File: src/rtl/pwm_pkg.sv
// Shared types and helpers for the multi-channel PWM block.
// Counter states, mode encodings and channel-index width.
package pwm_pkg;

  typedef enum logic [1:0] {
    IDLE = 2'd0,
    UP   = 2'd1,
    DOWN = 2'd2
  } state_t;

  localparam logic MODE_EDGE   = 1'b0;
  localparam logic MODE_CENTER = 1'b1;

  function automatic int chan_idx_w(input int n);
    return (n <= 2) ? 1 : $clog2(n);
  endfunction

endpackage

File: src/rtl/pwm_chan.sv
// One PWM channel: staged and active duty registers, compare
// against the shared counter, and a registered output.
module pwm_chan
  import pwm_pkg::*;
#(
  parameter int   WIDTH = 10,
  parameter logic INV   = 1'b0
) (
  input  logic             clk,
  input  logic             rst_n,
  input  logic             wr,
  input  logic [WIDTH-1:0] wr_duty,
  input  logic             load,
  input  logic             run,
  input  logic [WIDTH-1:0] cnt,
  output logic             pwm
);

  logic [WIDTH-1:0] duty_stg;
  logic [WIDTH-1:0] duty_act;
  logic             raw;

  assign raw = (cnt < duty_act);

  // load samples duty_stg before this edge's write lands
  always_ff @(posedge clk) begin
    if (!rst_n) begin
      duty_stg <= '0;
      duty_act <= '0;
      pwm      <= INV;
    end else begin
      if (wr)
        duty_stg <= wr_duty;
      if (load)
        duty_act <= duty_stg;
      pwm <= run ? (raw ^ INV) : INV;
    end
  end

endmodule

File: src/rtl/pwm_multi.sv
// Multi-channel PWM: shared edge/center-aligned period counter
// with double-buffered period, mode and per-channel duty.
module pwm_multi
  import pwm_pkg::*;
#(
  parameter int                NUM_CH   = 2,
  parameter int                WIDTH    = 10,
  parameter logic [NUM_CH-1:0] INV_MASK = '0
) (
  input  logic                              clk,
  input  logic                              rst_n,
  input  logic                              en,
  input  logic [WIDTH-1:0]                  period,
  input  logic                              center,
  input  logic                              wr_en,
  input  logic [chan_idx_w(NUM_CH)-1:0]     wr_ch,
  input  logic [WIDTH-1:0]                  wr_duty,
  input  logic                              update,
  output logic                              update_pend,
  output logic                              period_start,
  output logic [NUM_CH-1:0]                 pwm_out
);

  localparam int CW = chan_idx_w(NUM_CH);

  state_t           state;
  state_t           state_n;
  logic [WIDTH-1:0] cnt;
  logic [WIDTH-1:0] cnt_n;
  logic [WIDTH-1:0] p_act;
  logic             c_act;
  logic             wrap;
  logic             at_top;
  logic             commit;
  logic             idle;
  logic             run;
  logic             load;

  assign idle   = (state == IDLE);
  assign run    = en && !idle;
  assign at_top = (cnt == p_act);
  assign commit = en && wrap && (update_pend || update);
  assign load   = idle || commit;

  // center mode with P==1 has no down-slope: 0,1 then wrap
  always_comb begin
    wrap = 1'b0;
    unique case (1'b1)
      (state == UP):
        wrap = (p_act == '0) || (at_top &&
               (c_act == MODE_EDGE || p_act == WIDTH'(1)));
      (state == DOWN):
        wrap = (cnt == WIDTH'(1));
      default:
        wrap = 1'b0;
    endcase
  end

  always_comb begin
    state_n = state;
    cnt_n   = cnt;
    if (!en) begin
      state_n = IDLE;
      cnt_n   = '0;
    end else begin
      unique case (state)
        IDLE: begin
          state_n = UP;
          cnt_n   = '0;
        end
        UP: begin
          if (wrap) begin
            cnt_n = '0;
          end else if (c_act == MODE_CENTER && at_top) begin
            state_n = DOWN;
            cnt_n   = cnt - WIDTH'(1);
          end else begin
            cnt_n = cnt + WIDTH'(1);
          end
        end
        DOWN: begin
          if (wrap) begin
            state_n = UP;
            cnt_n   = '0;
          end else begin
            cnt_n = cnt - WIDTH'(1);
          end
        end
        default: begin
          state_n = IDLE;
          cnt_n   = '0;
        end
      endcase
    end
  end

  always_ff @(posedge clk) begin
    if (!rst_n) begin
      state        <= IDLE;
      cnt          <= '0;
      p_act        <= '0;
      c_act        <= MODE_EDGE;
      update_pend  <= 1'b0;
      period_start <= 1'b0;
    end else begin
      state <= state_n;
      cnt   <= cnt_n;
      if (load) begin
        p_act <= period;
        c_act <= center;
      end
      if (idle || commit)
        update_pend <= 1'b0;
      else if (update)
        update_pend <= 1'b1;
      period_start <= run && (cnt == '0);
    end
  end

  for (genvar i = 0; i < NUM_CH; i++) begin : g_ch
    pwm_chan #(
      .WIDTH (WIDTH),
      .INV   (INV_MASK[i])
    ) u_chan (
      .clk     (clk),
      .rst_n   (rst_n),
      .wr      (wr_en && (wr_ch == CW'(i))),
      .wr_duty (wr_duty),
      .load    (load),
      .run     (run),
      .cnt     (cnt),
      .pwm     (pwm_out[i])
    );
  end

endmodule

File: config.mk
export PLATFORM = sky130hd
export DESIGN_NAME = pwm_multi
export DESIGN_NICKNAME = d
export VERILOG_FILES = /design/src/rtl/pwm_pkg.sv /design/src/rtl/pwm_chan.sv /design/src/rtl/pwm_multi.sv
export SDC_FILE = /design/constraint.sdc
export NUM_CORES = 1
export LEC_CHECK = 0
export CAP_MARGIN = 20
export CELL_PAD_IN_SITES_DETAIL_PLACEMENT = 2
export CELL_PAD_IN_SITES_GLOBAL_PLACEMENT = 2
export CORE_MARGIN = 3
export CORE_UTILIZATION = 32
export CTS_BUF_LIST = sky130_fd_sc_hd__clkbuf_16
export CTS_CLUSTER_DIAMETER = 100
export CTS_CLUSTER_SIZE = 14
export DETAILED_ROUTE_END_ITERATION = 7
export HOLD_SLACK_MARGIN = 0.03
export PLACE_DENSITY = 0.83
export SYNTH_ARGS = -nofsm -noshare
export SYNTH_HDL_FRONTEND = slang
export SYNTH_SLANG_ARGS = --single-unit
File: constraint.sdc
create_clock -name clk -period 2.4 [get_ports clk]
set_clock_uncertainty 0.05 [all_clocks]
set_input_delay 0.48 -clock clk [delete_from_list [all_inputs] [get_ports clk]]
set_output_delay 0.48 -clock clk [all_outputs]
set_load 0.05 [all_outputs]
**Word-level counts from Yosys, hierarchy flattened**

Cells that the tools add are included.

- Order comparisons: 2
- Bitwise gates (word level): 3
- Muxes and demuxes: 9
- Reductions and logical operators: 20
- $add $sub $neg: 2
- Eq/ne operators: 8

Operators by type and width:

| kind | count |
|---|---|
| $mux W10 | 3 |
| $eq A10 B1 Y1 const B | 2 |
| $logic_not A10 Y1 | 2 |
| $lt A10 B10 Y1 | 2 |
| $pmux W10 S2 | 1 |
| $add A10 B1 Y10 const B | 1 |
| $eq A10 B10 Y1 | 1 |
| $sub A10 B1 Y10 const B | 1 |
| $logic_and A1 B1 Y1 | 8 |
| $mux W2 | 3 |
| $pmux W2 S3 | 1 |
| $logic_or A1 B1 Y1 | 4 |
| $ne A2 B2 Y1 const B | 2 |
| $reduce_and A2 Y1 | 2 |
| $not A1 Y1 | 3 |
| $reduce_and A3 Y1 | 1 |
| $eq A2 B1 Y1 const B | 1 |
| $eq A2 B2 Y1 const B | 1 |
| $logic_not A2 Y1 | 1 |
| $ne A2 B1 Y1 const B | 1 |
| $pmux W1 S2 | 1 |
| $reduce_or A2 Y1 | 1 |
| $logic_not A1 Y1 | 1 |

- Logic and storage cells: 56
- Output and inout port bits: 4
- Register bits after elaboration: 67

**Logic depth before layout (Yosys ltp)**

- Word-level depth: 9
- Mapped depth: 10
- Gate-level depth less buffers: 9

**Modules after synthesis**

A second synthesis with hierarchy kept.

- Cells, all modules: 426
- Area, all modules: 3883.7 um^2

Modules (own cells, without submodules):

| module | area an instance (um^2) | instances | seq. area each (um^2) | cells each |
|---|---|---|---|---|
| pwm_chan | 999.7 | 2 | 420.4 | 97 |
| pwm_multi | 1884.3 | 1 | 500.5 | 232 |

**Least setup slack after synthesis**

Ideal clock, no wire load.

- Path kind: flip-flop to flip-flop
- Start: register state[0]
- End: register cnt[2]
- Cell stages (with the launch flop): 10
- Slack: 0.138 ns
- Data required time: 2.215 ns
- Arrival time: 2.077 ns
- Buffers on the path: 0
- Path through: dfxtp_1 > inv_1 > ha_1 > nor4bb_1 > and4bb_2 > o21ba_2 > a21oi_4 > nor2_1 > a221oi_1 > a211oi_1

- Cells in the longest elaborated chain, start to end: 4
- Elaborated cells on any way between the ends: 6

Ends and longest elaborated chain:

| what | RTL line | RTL |
|---|---|---|
| from (decl) | pwm_multi.sv:26 | `state_t state;` |
| from (signal assigned) | pwm_multi.sv:106 | `state <= state_n;` |
| $eq A2 B2 Y1 / $eq A2 B1 Y1 (equally long branches) | pwm_multi.sv:52, pwm_multi.sv:66, pwm_multi.sv:49 |  |
| $pmux W1 S2 | pwm_multi.sv:48 | `unique case (1'b1)` |
| $mux W10, on equally long branches | pwm_multi.sv:82, pwm_multi.sv:72 |  |
| $pmux W10 S2 (*) | pwm_multi.sv:66 | `unique case (state)` |
| to (signal assigned) | pwm_multi.sv:107 | `cnt <= cnt_n;` |
| to (decl) | pwm_multi.sv:28 | `logic [WIDTH-1:0] cnt;` |

Every way passes the cells marked *; elsewhere a longest branch is shown, timed or not.
A chain may end at the register's enable or synchronous reset.

**Worst setup path in the final report**

- Start: register cnt[1]
- End: register c_act

- Cells in the longest elaborated chain, start to end: 7
- Elaborated cells on any way between the ends: 8

Ends and longest elaborated chain:

| what | RTL line | RTL |
|---|---|---|
| $eq A10 B10 Y1 | pwm_multi.sv:41 | `assign at_top = (cnt == p_act);` |
| $logic_and A1 B1 Y1 | pwm_multi.sv:50 | `wrap = (p_act == '0) \|\| (at_top &&` |
| $logic_or A1 B1 Y1 | pwm_multi.sv:50 |  |
| $pmux W1 S2 (*) | pwm_multi.sv:48 |  |
| $logic_and A1 B1 Y1 (*) (2 in series) | pwm_multi.sv:42 | `assign commit = en && wrap && (update_pend \|\| update);` |
| $logic_or A1 B1 Y1 (*) | pwm_multi.sv:43 | `assign load = idle \|\| commit;` |
| to (signal assigned) | pwm_multi.sv:110 | `c_act <= center;` |
| to (decl) | pwm_multi.sv:31 | `logic c_act;` |

Marks and branches as above.

==> flow_summary.yaml <==
outcome:
  run_status: "complete, but fails checks"
  violations: "negative setup slack"
logic_synthesis:
  synth_flop_cell: "dfxtp_1"
  syn_area_per_cell_um2: 8.49
  synth_most_common_cell: "nand2_1"
  synth_top_cells_by_count: "nand2_1 (112), dfxtp_1 (67), ha_1 (26)"
  synthTopCellsByArea: "dfxtp_1 (36%), nand2_1 (11%), ha_1 (8.6%)"
  yosysUniqueCellTypes: 56
  synth_area_leader_cell: "dfxtp_1"
  synth.top_cell.area_share_pct: 35.6
  syn_inst: 444
  ys_seq_elements: 67
  mappedNetlistArea_mm2: 0.00377
  yosysSeqAreaShare_pct: 35.6
  ys_async_sr_fraction_pct: 0
  ys_warn_count: 0
  synth_nets: 497
  synth_enable_flop_cells: 0
floorplanning:
  core_area_mm2: 0.0115
  dieHeight_um: 115
  rows: 39
  die_w_um: 115
  io_pins: 31
  start_util_pct: 32.9
  design.die.area_mm2: 0.0131
timing:
  worst_pin_slew_ns: 0.639
  finalCritPeriodShare_pct: 103
  slew_viol_final: 0
  min_period_ns: 2.47
  setup_viol: 18
  rsz0062_at_grt: "yes"
  hold_viol_final: 0
  fmax_mhz: 405
  setup_slack_ns: -0.0704
  slew_headroom_pct: 57.4
global_routing:
  grt_pass1_vias: 4024
  antenna_found_initial: 0
  gr-total-overflow: 0
  grt_util_all_layers_pct: 22.4
  grt_pass1_wl_um: 22500
  grt_max_degree: 53
power_and_ir_drop:
  switching_share_pct: 27.3
  combPwrFrac_pct: 14.4
  vdd_drop_max_uv: 319
  internal_power_uw: 2130
  power_switching_uw: 802
  cellLeakagePower_uw: 0.00193
  p_clk_share_pct: 44.9
  power_frac_seq_pct: 40.7
  powerDensity_mw_per_mm2: 575
setup_path:
  slowest_delay_ns: 0.33
  crit_top_cell: "buf_6"
  criticalPathCategory: "reg -> reg"
  crit_buf_inv: 3
  endpoint_kind: "flip-flop"
  crit_chain: "inv_2 > ha_4 > nor4bb_4 > and4bb_4 > o21ba_4 > a21oi_4 > buf_6 > buf_6 > a31o_4 > nand2_2 > a21boi_2"
  required_ns: 2.63
  critPathMaxFanout: 8
  slowest_stage: "dfxtp_2"
  cp_data_arrival_time_ns: 2.70
  start_kind: "flip-flop"
  crit_family: "compound AO/OA/AOI/OAI gates"
flow_run:
  drv_cap: 0
clocking:
  cts.sinks: 67
  clkTransAtPathRegs_ns: 0.06
  clk_path_buf_depth: 2
  root_buffer: "clkbuf_16"
  clk-insertion-delay-late_ns: 0.35
  htree_levels: 3
  cts_hold_buffers: 0
  cts_buffers: 9
  cts_tree: "built"
cells_and_area:
  syn_to_final_growth_pct: 35.3
  diodes: 0
  final_nets: 561
  fin_area_mm2: 0.00510
  drive_gt1_share_pct: 29.3
detailed_routing:
  drt-pass1-iter-count: 4
  drt_iter0_drc: 166
  wl_um: 15400
  vias: 3674
  wl_per_cell_um: 23.6
  viasPerCell: 5.61
  route.detailed.drc: 0
  ant_nets: 0
placed_design:
  pre_cts_slack_ns: -0.109
  gp_congestion: 0.920
  dp_hpwl_um: 8690
  place_area_mm2: 0.00435
  port_buffers: 30
worst_hold_path:
  hold_class: "reg -> reg"
## logic make-up after synthesis
| kind of cell | Yosys count | share of synthesized area [%] |
|---|---|---|
| simple gates | 181 | 21.9 |
| compound gates | 104 | 23.3 |
| flops | 67 | 35.6 |
| buf+inv | 49 | 6.51 |
| fa+ha+maj | 26 | 8.63 |
| xor+xnor | 15 | 3.49 |
| mux | 2 | 0.531 |
## worst min-delay path: cells and delay by family, from the launching register on
| family | cells | cell delay, ns |
|---|---|---|
| AO/OA/AOI/OAI | 1 | 0.04 |
| flip-flops | 1 | 0.31 |
| AND/OR/NAND/NOR | 1 | 0.07 |
## final cells by class
type	instances	area, um^2
clock buffers	9	225
clock inverters	6	57.6
flip-flops and latches	67	1350
multi-input cells	331	2490
well taps	143	179
fillers	1234	6370
repair buffers	75	702
inverters	24	90.1
## registers in the layout (all words and copies together) (netlist names)
name,count
g_ch.u_chan.duty_stg,20
update_pend,1
p_act,10
c_act,1
g_ch.u_chan.duty_act,20
g_ch.u_chan.pwm,2
state,2
period_start,1
cnt,10
## per-stage QoR
stage / hold WS, ns / utilization [%] / power (uW) / instances / TNS [ns]
global placement: 0.394 / 37.9 / 1530 / 624 / 0
floorplan: 0.381 / - / 1410 / 444 / 0
CTS: 0.419 / 41.9 / 2910 / 650 / -0.0931
global route: 0.434 / 44.5 / 3050 / 655 / -2.56
detailed placement: 0.408 / 37.9 / 1550 / 624 / -2.01
finish: 0.411 / 44.5 / 2930 / 655 / -0.458
## routing by layer
layer  track usage (%)  routed length (um)  vias up
met1              26.2                6090     1826
met4              13.2                 650        0
li1                  -                   -     1665
met3              4.76                 732       57
met2              37.5                7970      126
met5                 0                   0        -
## power by group through the flow
stage	logic (uW)	registers [uW]	clock network (uW)
6_report	422	1190	1320
5_1_grt	454	1200	1400
4_1_cts	384	1190	1330
3_3_place_gp	318	1210	0
2_1_floorplan	203	1200	0
3_5_place_dp	334	1210	0
## timing repair
action,4_1_cts,5_1_grt
buffers inserted,7,5
endpoints found under the setup margin,38,42
cloned,4,0
gates resized for setup,13,68
pin swaps,7,45
## layout by cell type, fill, tap and decap left out, types with 6 or more instances in the layout
cell	n
clkdlybuf4s50_1	30
buf_6	9
a21boi_2	29
nand3_1	6
nand2_1	96
xor2_1	12
nand2_2	14
inv_1	21
nor3_1	13
ha_1	23
buf_4	34
clkbuf_16	10
dfxtp_1	61
nor2_1	12
a21oi_1	10
a21boi_0	20
## final timing paths
check	startpoint	to	slack, ns	depth (start not counted)
worst min-delay path	g_ch[0].u_chan.duty_act[6]	g_ch[0].u_chan.duty_act[6]	0.41	2
worst max-delay path	cnt[1]	c_act	-0.07	11
worst min register to register	g_ch[0].u_chan.duty_act[6]	g_ch[0].u_chan.duty_act[6]	0.41	2
worst max register to register	cnt[1]	c_act	-0.07	11
No activity file was read; power rests on OpenSTA's default activity.
